`config.mk`:
```
export PLATFORM = sky130hd
export DESIGN_NAME = bram_port_arbiter
export DESIGN_NICKNAME = d
export VERILOG_FILES = /design/src/rtl/bram_arb_pkg.sv /design/src/rtl/bram_rr_pick.sv /design/src/rtl/bram_port_arbiter.sv
export SDC_FILE = /design/constraint.sdc
export NUM_CORES = 1
export LEC_CHECK = 0
export CELL_PAD_IN_SITES_DETAIL_PLACEMENT = 1
export CELL_PAD_IN_SITES_GLOBAL_PLACEMENT = 2
export CORE_AREA = 8 8 224 162
export CTS_CLUSTER_DIAMETER = 200
export DETAILED_ROUTE_END_ITERATION = 16
export DIE_AREA = 0 0 232 170
export GPL_TIMING_DRIVEN = 0
export PLACE_DENSITY = 0.88
export SLEW_MARGIN = 20
export SYNTH_ARGS = -nofsm -noshare
export SYNTH_HDL_FRONTEND = slang
export SYNTH_SLANG_ARGS = --single-unit
```
`constraint.sdc`:
```
create_clock -name clk -period 9.5 [get_ports clk]
set_input_delay 1.9 -clock clk [delete_from_list [all_inputs] [get_ports clk]]
set_output_delay 1.9 -clock clk [all_outputs]
set_load 0.05 [all_outputs]
```
`src/rtl/bram_arb_pkg.sv`:
```
// rtl/bram_arb_pkg.sv - shared constants and helpers for the BRAM port arbiter
package bram_arb_pkg;

  localparam logic READ  = 1'b0;
  localparam logic WRITE = 1'b1;

  localparam int DEF_N_REQ  = 4;
  localparam int DEF_ADDR_W = 10;
  localparam int DEF_DATA_W = 16;
  localparam int DEF_CNT_W  = 16;

  function automatic int clog2(input int value);
    int r;
    r = 0;
    while ((1 << r) < value) r++;
    return r;
  endfunction

endpackage

```
`src/rtl/bram_rr_pick.sv`:
```
// rtl/bram_rr_pick.sv - rotating-priority finder: first set mask bit at or after start
module bram_rr_pick
  import bram_arb_pkg::*;
#(
  parameter int N   = DEF_N_REQ,
  parameter int IDW = clog2(DEF_N_REQ)
) (
  input  logic [N-1:0]   i_mask,
  input  logic [IDW-1:0] i_start,
  output logic           o_found,
  output logic [IDW-1:0] o_idx
);

  // Walk from the farthest offset back to the start so the nearest hit wins.
  always_comb begin
    o_found = 1'b0;
    o_idx   = '0;
    for (int k = N - 1; k >= 0; k--) begin
      if (i_mask[(int'(i_start) + k) % N]) begin
        o_found = 1'b1;
        o_idx   = IDW'((int'(i_start) + k) % N);
      end
    end
  end

endmodule

```
`src/rtl/bram_port_arbiter.sv`:
```
// rtl/bram_port_arbiter.sv - shares both ports of a true-dual-port BRAM among N_REQ requesters
module bram_port_arbiter
  import bram_arb_pkg::*;
#(
  parameter int N_REQ  = DEF_N_REQ,
  parameter int ADDR_W = DEF_ADDR_W,
  parameter int DATA_W = DEF_DATA_W,
  parameter int CNT_W  = DEF_CNT_W
) (
  input  logic                     clk,
  input  logic                     rst,
  input  logic                     en,
  input  logic [N_REQ-1:0]         req_valid,
  input  logic [N_REQ-1:0]         req_we,
  input  logic [N_REQ*ADDR_W-1:0]  req_addr,
  input  logic [N_REQ*DATA_W-1:0]  req_wdata,
  output logic [N_REQ-1:0]         req_ready,
  output logic [N_REQ-1:0]         rsp_valid,
  output logic [N_REQ*DATA_W-1:0]  rsp_data,
  output logic [CNT_W-1:0]         conflict_cnt,
  output logic                     wr_ena,
  output logic                     rd_ena,
  output logic                     wr_enb,
  output logic                     rd_enb,
  output logic [ADDR_W-1:0]        addra,
  output logic [ADDR_W-1:0]        addrb,
  output logic [DATA_W-1:0]        dina,
  output logic [DATA_W-1:0]        dinb,
  input  logic [DATA_W-1:0]        douta,
  input  logic [DATA_W-1:0]        doutb
);

  localparam int IDW   = clog2(N_REQ);
  localparam int SUM_W = CNT_W + 4;

  logic [IDW-1:0]          r_ptr;
  logic [CNT_W-1:0]        r_cnt;
  logic                    r_tag_a_v, r_tag_b_v;
  logic [IDW-1:0]          r_tag_a_id, r_tag_b_id;
  logic [N_REQ-1:0]        r_rsp_valid;
  logic [N_REQ*DATA_W-1:0] r_rsp_data;

  logic                    w_found_a, w_found_b;
  logic [IDW-1:0]          w_idx_a, w_idx_b, w_start_b, w_next_ptr;
  logic [N_REQ-1:0]        w_conflict, w_mask_b;
  logic                    w_we_a, w_we_b, w_gnt_a, w_gnt_b;
  logic [ADDR_W-1:0]       w_addr_a, w_addr_b;
  logic [3:0]              w_nconf;
  logic [SUM_W-1:0]        w_sum;

  bram_rr_pick #(.N(N_REQ), .IDW(IDW)) u_pick_a (
    .i_mask  (req_valid),
    .i_start (r_ptr),
    .o_found (w_found_a),
    .o_idx   (w_idx_a)
  );

  assign w_we_a    = req_we[w_idx_a];
  assign w_addr_a  = req_addr[int'(w_idx_a)*ADDR_W +: ADDR_W];
  assign w_start_b = (w_idx_a == IDW'(N_REQ - 1)) ? '0 : w_idx_a + 1'b1;

  // Anything that would touch A's address with a write on either side is deferred.
  always_comb begin
    w_conflict = '0;
    w_nconf    = '0;
    for (int i = 0; i < N_REQ; i++) begin
      if (w_found_a && req_valid[i] && (IDW'(i) != w_idx_a) &&
          (req_addr[i*ADDR_W +: ADDR_W] == w_addr_a) &&
          ((w_we_a == WRITE) || (req_we[i] == WRITE))) begin
        w_conflict[i] = 1'b1;
        w_nconf       = w_nconf + 4'd1;
      end
    end
  end

  always_comb begin
    w_mask_b = req_valid & ~w_conflict;
    if (w_found_a) w_mask_b[w_idx_a] = 1'b0;
  end

  bram_rr_pick #(.N(N_REQ), .IDW(IDW)) u_pick_b (
    .i_mask  (w_mask_b),
    .i_start (w_start_b),
    .o_found (w_found_b),
    .o_idx   (w_idx_b)
  );

  assign w_we_b   = req_we[w_idx_b];
  assign w_addr_b = req_addr[int'(w_idx_b)*ADDR_W +: ADDR_W];
  assign w_gnt_a  = en && w_found_a;
  assign w_gnt_b  = en && w_found_b;

  always_comb begin
    req_ready = '0;
    if (w_gnt_a) req_ready[w_idx_a] = 1'b1;
    if (w_gnt_b) req_ready[w_idx_b] = 1'b1;
  end

  assign wr_ena = w_gnt_a && (w_we_a == WRITE);
  assign rd_ena = w_gnt_a && (w_we_a == READ);
  assign wr_enb = w_gnt_b && (w_we_b == WRITE);
  assign rd_enb = w_gnt_b && (w_we_b == READ);
  assign addra  = w_gnt_a ? w_addr_a : '0;
  assign addrb  = w_gnt_b ? w_addr_b : '0;
  assign dina   = w_gnt_a ? req_wdata[int'(w_idx_a)*DATA_W +: DATA_W] : '0;
  assign dinb   = w_gnt_b ? req_wdata[int'(w_idx_b)*DATA_W +: DATA_W] : '0;

  always_comb begin
    w_next_ptr = w_gnt_b ? w_idx_b : w_idx_a;
    w_next_ptr = (w_next_ptr == IDW'(N_REQ - 1)) ? '0 : w_next_ptr + 1'b1;
  end

  assign w_sum = SUM_W'(r_cnt) + SUM_W'(w_nconf);

  always_ff @(posedge clk or posedge rst) begin
    if (rst) begin
      r_ptr       <= '0;
      r_cnt       <= '0;
      r_tag_a_v   <= 1'b0;
      r_tag_b_v   <= 1'b0;
      r_tag_a_id  <= '0;
      r_tag_b_id  <= '0;
      r_rsp_valid <= '0;
      r_rsp_data  <= '0;
    end else begin
      // Tags trail the BRAM's own output register by one stage.
      r_tag_a_v   <= w_gnt_a && (w_we_a == READ);
      r_tag_b_v   <= w_gnt_b && (w_we_b == READ);
      r_tag_a_id  <= w_idx_a;
      r_tag_b_id  <= w_idx_b;
      r_rsp_valid <= '0;
      if (r_tag_a_v) begin
        r_rsp_valid[r_tag_a_id]                       <= 1'b1;
        r_rsp_data[int'(r_tag_a_id)*DATA_W +: DATA_W] <= douta;
      end
      if (r_tag_b_v) begin
        r_rsp_valid[r_tag_b_id]                       <= 1'b1;
        r_rsp_data[int'(r_tag_b_id)*DATA_W +: DATA_W] <= doutb;
      end
      if (w_gnt_a) r_ptr <= w_next_ptr;
      if (en) begin
        if (w_sum > SUM_W'({CNT_W{1'b1}})) r_cnt <= '1;
        else                               r_cnt <= w_sum[CNT_W-1:0];
      end
    end
  end

  assign rsp_valid    = r_rsp_valid;
  assign rsp_data     = r_rsp_data;
  assign conflict_cnt = r_cnt;

endmodule

```
==> results of run 1 <==
==> final cells by class <==
class                      instances  area, um^2
fill                            3868       20700
timing repair buffer             279        2770
multi-input combinational        776        5630
inverter                          40         155
clock inverter                     7         105
clock buffer                       9         225
buffer                            83         407
tap                              435         544
sequential                        92        2300
==> sequential cells by signal (all words and copies together), names as in the netlist <==
signal	flops
rsp_data	64
conflict_cnt	16
rsp_valid	4
r_ptr	2
r_tag_a_id	2
r_tag_b_id	2
r_tag_a_v	1
r_tag_b_v	1
==> worst register-to-register path, delay by kind of cell (launching register included) <==
kind	cells	cell delay (ps)
simple gates	8	2390
buf+inv	7	1280
fa+ha+maj	4	1230
compound gates	6	890
mux	2	500
flops	1	340
xor+xnor	1	250
==> logic make-up (layout without fill, tap and decap cells) <==
logic type / Yosys count / after routing / synth area share, %
AOI/OAI and AO/OA: 326 / 326 / 27.0
and+or+nand+nor: 302 / 302 / 18.3
buffers and inverters: 125 / 418 / 6.61
DFF: 92 / 92 / 27.4
muxes: 84 / 84 / 12.9
xor gates and xnor gates: 38 / 38 / 3.96
adders and majority gates: 25 / 25 / 3.81
other: 1 / 1 / 0.0446
==> power breakdown <==
group,internal (W),switching [W]
Sequential,0.000522,0.000107
Clock,0.000236,0.000176
Combinational,0.000925,0.00186
==> per-layer routing <==
| metal | vias to the layer above | global-route usage [%] | wire length [um] | share of wire (%) |
|---|---|---|---|---|
| li1 | 4281 | - | - | - |
| met1 | 4917 | 29.4 | 19800 | 46 |
| met2 | 424 | 32.1 | 18700 | 44 |
| met3 | 46 | 4.94 | 3320 | 7.8 |
| met4 | 0 | 4.64 | 857 | 2.0 |
| met5 | - | 0 | 0 | 0 |
==> cell usage in the layout (no fill, tap or decap), drive strengths merged, types with 7 or more instances in the layout <==
cell | netlist | routed
nor2 | 34 | 34
o211ai | 10 | 10
xnor2 | 22 | 22
nor2b | 36 | 36
o22ai | 42 | 42
a2111oi | 7 | 7
nor3 | 18 | 18
a211oi | 18 | 18
nor4 | 7 | 7
buf | 34 | 37
o31ai | 9 | 9
and2 | 10 | 10
dlygate4sd2 | 0 | 14
clkdlybuf4s50 | 0 | 241
mux2i | 63 | 63
a22oi | 67 | 67
clkbuf | 51 | 64
nand4 | 10 | 10
dfrtp | 92 | 92
inv | 40 | 44
ha | 24 | 24
mux4 | 19 | 19
and3 | 16 | 16
clkdlybuf4s15 | 0 | 15
nand2 | 108 | 108
a21oi | 22 | 22
nand3 | 22 | 22
xor2 | 16 | 16
nand2b | 21 | 21
o21ai | 88 | 88
==> stage by stage <==
| stage | cells | setup slack [ps] | utilization, % | cell area [um^2] | total power (W) |
|---|---|---|---|---|---|
| finish | 1721 | 161 | 37.0 | 12100 | 0.00382 |
| global route | 1721 | 24.1 | 37.0 | 12100 | 0.00400 |
| CTS | 1722 | 2.69 | 37.0 | 12100 | 0.00381 |
| detailed placement | 1707 | -1310 | 36.0 | 11800 | 0.00343 |
| global placement | 1701 | -1270 | 35.6 | 11700 | 0.00338 |
| floorplan | 993 | 979 | - | 8410 | 0.00244 |
==> path summary, 6_finish.rpt <==
check	startpoint	cells past startpoint	slack (ps)	endpoint
max in group asynchronous	rst	3	6940	rsp_data[49]$_DFF_PP0_
max reg2reg	r_ptr[1]$_DFFE_PP0P_	28	2530	conflict_cnt[15]$_DFFE_PP0P_
min in group asynchronous	rst	2	1940	rsp_data[8]$_DFF_PP0_
min reg2reg	conflict_cnt[12]$_DFFE_PP0P_	1	540	conflict_cnt[12]$_DFFE_PP0P_
max	req_valid[2]	21	160	addrb[8]
min	conflict_cnt[12]$_DFFE_PP0P_	1	540	conflict_cnt[12]$_DFFE_PP0P_
==> qor.csv, run 1 <==
stage;metric;value;unit
pwr;Pwr per Cell Area;315;nW/um^2
yosys;Yosys top cell by area;dfrtp_1;
global_routing;Tot GR Track Use;20.9;%
timing;final slew viol count;0;
worst_setup_path;crit end category;output port;
clocking;root buf cell;clkbuf_16;
worst_setup_path;CP max-delay cell;clkdlybuf4s15_1;
worst_setup_path;Crit Path Class;in2out;
worst_setup_path;cell family with most CP delay;buffers and inverters;
route;Detail Route Antenna Nets;0;
finish;share of cells above drive strength 1;9.72;%
timing;Tightest Pin Transition;957;ps
route;Initial DRT Pass Iterations;5;
yosys;ys async rst share;100;%
pwr;VDD IR-drop max;0.149;mV
floorplanning;FP Rows;56;
yosys;Synth cell types;85;
clocking;postcts setup bufs;0;
clocking;hold_buf cts;0;
finish;P&R area growth vs syn;44.3;%
timing;Post-Route Setup TNS;0;ps
timing;Final Hold Viols;0;
yosys;Mapped Cells;993;
route;Routed WL;42700;um
worst_setup_path;CP Buf/Inv Count;9;
run;max-cap violation count;0;
placement;port bufs;273;
floorplanning;initial core utilization;25.6;%
worst_setup_path;crit path DAT;7440;ps
worst_setup_path;CP required;7600;ps
yosys;Post-synth top cells;nand2_1 (108), dfrtp_1 (92), o21ai_0 (85);
floorplanning;Die Wd;232;um
yosys;Cell Area, Synth;8410;um^2
clocking;CTS H-Tree Depth;3;
yosys;Post-synth EDFFs;0;
yosys;Primary FF master, synth;dfrtp_1;
timing;period utilization;98.3;%
route;DR vias;9668;
route;Vias/cell;5.62;
floorplanning;die area;39400;um^2
floorplanning;core area;32800;um^2
clocking;Clock Path Buffers;2;
yosys;Synth warnings;0;
timing;relative slew slack;34.5;%
floorplanning;Die Ht;170;um
global_routing;Remaining Overflow, GRT;0;
finish;final net count;1453;
worst_setup_path;CP max FO;11;
global_routing;vias in the first global route;10200;
route;DR iter-0 viols;931;
worst_setup_path;startpoint type of the worst setup path;input pin;
timing;worst-case hold slack;539;ps
route;detailed-route DRC error count;0;
yosys;largest cells by area after synthesis;dfrtp_1 (27%), mux2i_1 (7.5%), a22oi_1 (6.0%);
timing;RSZ-0062 raised after global routing;false;
clocking;TritonCTS clock tree;yes;
worst_setup_path;Worst path max stage delay;470;ps
route;wire per inst;24.8;um
timing;Final min period;9340;ps
yosys;mean area per synthesized cell;8.47;um^2
hold_path;HP Class;reg2reg;
pwr;Leak;4.87;nW
yosys;top-count cell post-synth;nand2_1;
clocking;Sink Count;92;
timing;fmax;0.107;GHz
floorplanning;IO Count;291;
clocking;latest clock arrival within the worst-skew pair;350;ps
worst_setup_path;crit-path cells;buf_2 > mux2i_1 > nor2_1 > nor3_4 > inv_2 > buf_4 > buf_6 > buf_2 > clkbuf_1 > ha_1 > nor2b_2 > o2111ai_1 > or3_4 > o31ai_4 > o32ai_1 > a211o_1 > o31ai_2 > buf_4 > buf_6 > o22ai_1 > clkdlybuf4s15_1;
yosys;share of the synthesized area in the top cell type;27.4;%
outcome;status;finished clean;
global_routing;initial antenna violation count;0;
timing;Setup Viol. Count Final;0;
yosys;sequential-to-total area share from yosys stat;27.4;%
yosys;syn nets;1165;
clocking;CTS Buf Count;9;
yosys;Seq cells post-synth;92;
clocking;Resize count post-CTS;65;
finish;Antenna Cells;0;
placement;routability congestion estimate;0.932;
timing;clk_skew;7.76;ps
global_routing;first-pass GRT wire length;64300;um
global_routing;largest net degree at the start of global routing;54;
clocking;Clock Pin Slew Worst Setup and Hold Paths;70;ps
placement;DP Wirelength;33600;um
(Power assumes the default switching activity.)
==> run 2: changes to the inputs <==
--- a/config.mk
+++ b/config.mk
@@ -7,10 +7,10 @@
 export LEC_CHECK = 0
 export CELL_PAD_IN_SITES_DETAIL_PLACEMENT = 1
 export CELL_PAD_IN_SITES_GLOBAL_PLACEMENT = 2
-export CORE_AREA = 8 8 224 162
+export CORE_AREA = 2 2 218 156
 export CTS_CLUSTER_DIAMETER = 200
 export DETAILED_ROUTE_END_ITERATION = 16
-export DIE_AREA = 0 0 232 170
+export DIE_AREA = 0 0 220 158
 export GPL_TIMING_DRIVEN = 0
 export PLACE_DENSITY = 0.88
 export SLEW_MARGIN = 20
==> constraint.sdc (replaced) <==
create_clock -name clk -period 9.5 [get_ports clk]
set_input_delay 1.9 -clock clk [delete_from_list [all_inputs] [get_ports clk]]
set_output_delay 1.9 -clock clk [all_outputs]
set_load 0.01 [all_outputs]
==> qor.csv, run 2 (synthesis gave the netlist of run 1 again) <==
stage;metric;value;unit;change
clocking;latest clock arrival within the worst-skew pair;350;ps;about the same
route;Detail Route Antenna Nets;0;;unchanged
worst_setup_path;CP required;7600;ps;about the same
finish;share of cells above drive strength 1;8.41;%;-1.3 points
worst_setup_path;crit-path cells;buf_2 > mux2i_1 > nor2_1 > nor3_2 > buf_2 > buf_2 > buf_2 > ha_1 > inv_1 > nand2_1 > a31oi_1 > o2111ai_1 > nor4b_4 > and3_1 > buf_2 > o2bb2ai_1 > o221a_2 > nand2_1 > buf_4 > buf_2 > o22ai_1 > clkdlybuf4s50_1;;
floorplanning;Die Wd;220;um;-5.2%
worst_setup_path;CP max-delay cell;clkdlybuf4s50_1;;
hold_path;HP Class;reg2reg;;
worst_setup_path;crit end category;output port;;
clocking;TritonCTS clock tree;yes;;
worst_setup_path;CP Buf/Inv Count;9;;unchanged
clocking;Clock Pin Slew Worst Setup and Hold Paths;60;ps;about the same
route;Initial DRT Pass Iterations;5;;unchanged
timing;relative slew slack;34.2;%;-0.31 points
timing;Final Hold Viols;0;;unchanged
floorplanning;die area;34800;um^2;-12%
timing;RSZ-0062 raised after global routing;false;;
global_routing;GRT met3 Usage;6.34;%;+1.4 points
hold_path;hold endpoint;conflict_cnt[12]$_DFFE_PP0P_;;
floorplanning;core area;32800;um^2;unchanged
worst_setup_path;FF-to-FF End;conflict_cnt[15]$_DFFE_PP0P_;;
route;Routed WL;41200;um;-3.4%
timing;final slew viol count;0;;unchanged
timing;period utilization;97.6;%;-0.75 points
clocking;root buf cell;clkbuf_16;;
worst_setup_path;Reg2Reg Launch Point;r_ptr[1]$_DFFE_PP0P_;;
clocking;CTS H-Tree Depth;3;;unchanged
clocking;Clock Path Buffers;2;;unchanged
finish;most frequent cells in the layout;clkdlybuf4s50_1 (273), nand2_1 (108), dfrtp_1 (92);;
finish;max reg flops;64;;unchanged
global_routing;first-pass GRT wire length;61900;um;-3.8%
global_routing;met2 track demand over resource;36.3;%;+4.3 points
global_routing;vias in the first global route;10100;;-1.0%
timing;Final min period;9270;ps;-71.5 ps
finish;Antenna Cells;0;;unchanged
route;DR iter-0 viols;740;;-21%
finish;final net count;1451;;-0.14%
route;Vias/cell;5.57;;-0.91%
timing;fmax;0.108;GHz;+0.77%
route;DR vias;9569;;-1.0%
floorplanning;Die Ht;158;um;-7.1%
pwr;Total Power;0.00310;W;-19%
hold_path;Hold Path Depth;1;;unchanged
clocking;Sink Count;92;;unchanged
placement;placed cells;1706;;-0.059%
global_routing;Remaining Overflow, GRT;0;;unchanged
finish;P&R area growth vs syn;44.0;%;
floorplanning;IO Count;291;;unchanged
worst_setup_path;crit path DAT;7370;ps;-70 ps
placement;DP Wirelength;32400;um;-3.7%
floorplanning;FP Rows;56;;unchanged
route;detailed-route DRC error count;0;;unchanged
finish;FILL cells;3913;;+1.2%
global_routing;initial antenna violation count;1;;+1
worst_setup_path;most used cell, CP;buf_2;;
global_routing;largest net degree at the start of global routing;76;;+41%
placement;routability congestion estimate;0.940;;+0.90%
pwr;VDD IR-drop max;0.101;mV;-32%
worst_setup_path;Crit Path Class;in2out;;
worst_setup_path;Worst path max stage delay;610;ps;+140 ps
hold_path;hold_sp;conflict_cnt[12]$_DFFE_PP0P_;;
floorplanning;initial core utilization;25.6;%;unchanged
global_routing;grt peak-use layer;met2;;
worst_setup_path;cell family with most CP delay;buffers and inverters;;
worst_setup_path;startpoint type of the worst setup path;input pin;;
worst_setup_path;worst reg-to-reg path cell count;26;;-7.1%
clocking;postcts setup bufs;0;;unchanged
global_routing;Tot GR Track Use;23.4;%;+2.5 points
timing;Tightest Pin Transition;962;ps;+4.58 ps
worst_setup_path;CP max FO;12;;+1
finish;commonest non-fill, non-tap cell in the layout;clkdlybuf4s50_1;;
route;wire per inst;24.0;um;-3.3%
worst_setup_path;R2R setup slack;2830;ps;+300 ps
placement;port bufs;273;;unchanged
run;max-cap violation count;0;;unchanged
clocking;hold_buf cts;0;;unchanged
timing;Setup Viol. Count Final;0;;unchanged
global_routing;met1 Use GR;31.5;%;+2.2 points
clocking;CTS Buf Count;9;;unchanged
timing;clk_skew;9.46;ps;+1.71 ps
pwr;Leak;4.77;nW;-2.0%
outcome;status;finished clean;;
finish;Non-Filler Instances;1719;;-0.12%
pwr;Pwr per Cell Area;256;nW/um^2;-19%
-- run 2: cell types whose count changed in the layout (fill, tap and decap cells not counted), moves of 3 or more --
cell / before / now
buf_2: 20 / 23
buf_4: 7 / 4
clkbuf_2: 5 / 1
clkdlybuf4s15_1: 3 / 0
clkdlybuf4s15_2: 12 / 0
clkdlybuf4s50_1: 241 / 273
dlygate4sd2_1: 14 / 0
-- run 2: through the flow --
step	hold slack, ps	setup WS, ps	setup TNS [ps]	utilization [%]	cell area, um^2
2_1_floorplan	531	1520	0	-	8410
3_3_place_gp	505	-1130	-29680	35.6	11700
3_5_place_dp	512	-1140	-31310	35.9	11800
4_1_cts	522	65.9	0	36.9	12100
5_1_grt	575	2.00	0	36.9	12100
6_report	515	233	0	36.9	12100
-- run 2: timing repair --
action / 4_1_cts / 5_1_grt
gates resized for setup: 12 / 11
endpoints found under the setup margin: 32 / 31
pin swaps: 0 / 1
-- run 2: power breakdown --
| part | internal, W | switching (W) | total (W) | leakage (nW) |
|---|---|---|---|---|
| registers | 0.000522 | 0.000116 | 0.000638 | 1.22 |
| clock network | 0.000187 | 0.000163 | 0.000349 | 0.129 |
| logic | 0.000978 | 0.00113 | 0.00211 | 3.42 |
-- run 2: how the worst max path moves through the flow --
| stage | startpoint | to | depth (start not counted) |
|---|---|---|---|
| after global placement | req_valid[0] | dinb[5] | 24 |
| after detailed placement | req_valid[0] | dinb[5] | 24 |
| after global routing | req_valid[2] | dinb[8] | 22 |
| after floorplan | req_valid[0] | addrb[6] | 22 |
| after CTS | req_valid[0] | dinb[5] | 23 |
| final | req_valid[2] | dinb[8] | 22 |
-- run 2: final cells by class --
class / instances / area (um^2) / area share [%]
multi-input combinational: 776 / 5650 / 46.6
timing repair buffer: 278 / 2780 / 23.0
sequential: 92 / 2300 / 19.0
tap: 435 / 544 / 4.49
buffer: 82 / 404 / 3.34
clock buffer: 12 / 246 / 2.03
inverter: 40 / 155 / 1.28
clock inverter: 4 / 32.5 / 0.269
-- run 2: routing by layer --
metal,up-vias,wire [um]
met5,-,10
met4,2,1240
met3,64,3610
met2,448,18100
met1,4781,18300
li1,4274,-
==> run 3: changes to the inputs <==
--- a/config.mk
+++ b/config.mk
@@ -13,6 +13,7 @@
 export DIE_AREA = 0 0 220 158
 export GPL_TIMING_DRIVEN = 0
 export PLACE_DENSITY = 0.88
+export RECOVER_POWER = 50
 export SLEW_MARGIN = 20
 export SYNTH_ARGS = -nofsm -noshare
 export SYNTH_HDL_FRONTEND = slang
==> qor.csv, run 3 (synthesis gave the netlist of run 1 again) <==
stage;metric;value;unit;change
route;Routed WL;41300;um;about the same
floorplanning;die area;34800;um^2;unchanged
route;Vias/cell;5.57;;about the same
finish;final net count;1451;;unchanged
timing;Final Hold Viols;0;;unchanged
route;DR vias;9578;;+0.094%
clocking;CTS H-Tree Depth;3;;unchanged
timing;Final min period;9230;ps;-36.7 ps
placement;placed cells;1706;;unchanged
worst_setup_path;CP max FO;12;;unchanged
route;detailed-route DRC error count;0;;unchanged
floorplanning;initial core utilization;25.6;%;unchanged
finish;P&R area growth vs syn;43.5;%;
worst_setup_path;CP Buf/Inv Count;9;;unchanged
clocking;TritonCTS clock tree;yes;;
worst_setup_path;Reg2Reg Launch Point;r_ptr[1]$_DFFE_PP0P_;;
route;Detail Route Antenna Nets;0;;unchanged
global_routing;largest net degree at the start of global routing;76;;unchanged
global_routing;Tot GR Track Use;23.4;%;unchanged
clocking;CTS Buf Count;9;;unchanged
worst_setup_path;crit path DAT;7330;ps;-40 ps
finish;commonest non-fill, non-tap cell in the layout;clkdlybuf4s50_1;;
worst_setup_path;critical path startpoint;req_valid[2];;
finish;most frequent cells in the layout;clkdlybuf4s50_1 (262), nand2_1 (108), dfrtp_1 (92);;
timing;fmax;0.108;GHz;+0.40%
finish;Util after Layout;36.8;%;-0.14 points
clocking;Clock Path Buffers;2;;unchanged
timing;Setup Viol. Count Final;0;;unchanged
timing;Tightest Pin Transition;4270;ps;+3310 ps
finish;share of cells above drive strength 1;8.10;%;-0.31 points
floorplanning;FP Rows;56;;unchanged
clocking;postcts setup bufs;0;;unchanged
worst_setup_path;Worst path max stage delay;610;ps;about the same
timing;relative slew slack;-185;%;-220 points
hold_path;HP Class;reg2reg;;
outcome;violated checks;capacitance limit, slew limit;;
worst_setup_path;crit end category;output port;;
placement;port bufs;273;;unchanged
hold_path;hold_sp;conflict_cnt[12]$_DFFE_PP0P_;;
floorplanning;IO Count;291;;unchanged
global_routing;first-pass GRT wire length;61900;um;unchanged
worst_setup_path;cell family with most CP delay;buffers and inverters;;
global_routing;Remaining Overflow, GRT;0;;unchanged
timing;worst-case hold slack;515;ps;-0.685 ps
floorplanning;Die Ht;158;um;unchanged
clocking;Sink Count;92;;unchanged
timing;RSZ-0062 raised after global routing;false;;
placement;routability congestion estimate;0.940;;unchanged
clocking;root buf cell;clkbuf_16;;
pwr;Leak;4.77;nW;-0.17%
run;max-cap violation count;4;;+4
worst_setup_path;startpoint type of the worst setup path;input pin;;
finish;max reg flops;64;;unchanged
clocking;hold_buf cts;0;;unchanged
timing;final slew viol count;85;;+85
pwr;Pwr per Cell Area;256;nW/um^2;+0.18%
worst_setup_path;crit-path cells;buf_2 > mux2i_1 > nor2_1 > nor3_2 > buf_2 > buf_2 > buf_2 > ha_1 > inv_1 > nand2_1 > a31oi_1 > o2111ai_1 > nor4b_4 > and3_1 > buf_2 > o2bb2ai_1 > o221a_2 > nand2_1 > buf_4 > buf_2 > o22ai_1 > clkdlybuf4s50_1;;
route;wire per inst;24.0;um;about the same
route;Initial DRT Pass Iterations;7;;+2
clocking;latest clock arrival within the worst-skew pair;350;ps;about the same
worst_setup_path;Crit Path Class;in2out;;
outcome;status;finished with violations;;
worst_setup_path;most used cell, CP;buf_2;;
global_routing;initial antenna violation count;1;;unchanged
pwr;VDD IR-drop max;0.101;mV;+0.10%
floorplanning;Die Wd;220;um;unchanged
global_routing;vias in the first global route;10100;;unchanged
finish;Non-Filler Instances;1719;;unchanged
worst_setup_path;CP required;7600;ps;about the same
finish;Antenna Cells;0;;unchanged
floorplanning;core area;32800;um^2;unchanged
placement;DP Wirelength;32400;um;unchanged
route;DR iter-0 viols;770;;+4.1%
timing;clk_skew;9.77;ps;+0.311 ps
worst_setup_path;CP max-delay cell;clkdlybuf4s50_1;;
timing;period utilization;97.2;%;-0.39 points
clocking;Clock Pin Slew Worst Setup and Hold Paths;60;ps;about the same
==> run 3: changes by cell type in the layout (fill, tap and decap cells not counted), sizes merged <==
cell           delta
inv               -1
dlygate4sd3      +11
clkinvlp          +1
clkdlybuf4s50    -11
buf               -1
clkbuf            +1
==> run 3: layer usage <==
metal / up-vias / part of all wire [%] / GRT usage (%)
li1: 4269 / - / -
met1: 4825 / 45 / 31.5
met2: 419 / 44 / 36.3
met3: 63 / 8.1 / 6.34
met4: 2 / 2.9 / 7.16
met5: - / 0.024 / 0
==> run 3: stage by stage <==
step | worst slack (ps) | TNS [ps] | instance area [um^2] | total power, W
floorplan | 1520 | 0 | 8410 | 0.00174
global placement | -1130 | -29680 | 11700 | 0.00267
detailed placement | -1140 | -31310 | 11800 | 0.00272
CTS | 65.9 | 0 | 12100 | 0.00310
global route | 2.00 | 0 | 12100 | 0.00328
finish | 269 | 0 | 12100 | 0.00309
==> run 3: final timing paths <==
check / depth (start not counted) / slack, ps / endpoint
min: 1 / 510 / conflict_cnt[12]$_DFFE_PP0P_
max reg2reg: 26 / 2840 / conflict_cnt[15]$_DFFE_PP0P_
min in group asynchronous: 2 / 2150 / rsp_data[59]$_DFF_PP0_
max in group asynchronous: 3 / 2850 / rsp_data[19]$_DFF_PP0_
max: 22 / 270 / dinb[8]
min reg2reg: 1 / 510 / conflict_cnt[12]$_DFFE_PP0P_
==> run 3: final cells by class <==
class                      count  area, um^2
clock inverter                 4        32.5
fill                        3921       20700
timing repair buffer         278        2760
inverter                      40         151
tap                          435         544
buffer                        82         404
multi-input combinational    776        5630
clock buffer                  12         246
sequential                    92        2300
==> run 3: where the power goes <==
group	switching, W	total (W)	internal (W)	leakage [nW]
clock network	0.000164	0.000350	0.000187	0.129
registers	0.000116	0.000638	0.000522	1.22
logic	0.00113	0.00210	0.000974	3.41
==> run 3: what timing repair did <==
action                                  4_1_cts  5_1_grt
endpoints found under the hold margin         0        0
pin swaps                                     0        1
endpoints found under the setup margin       32       31
resized for setup                            12       11
gates cloned                                  0        0
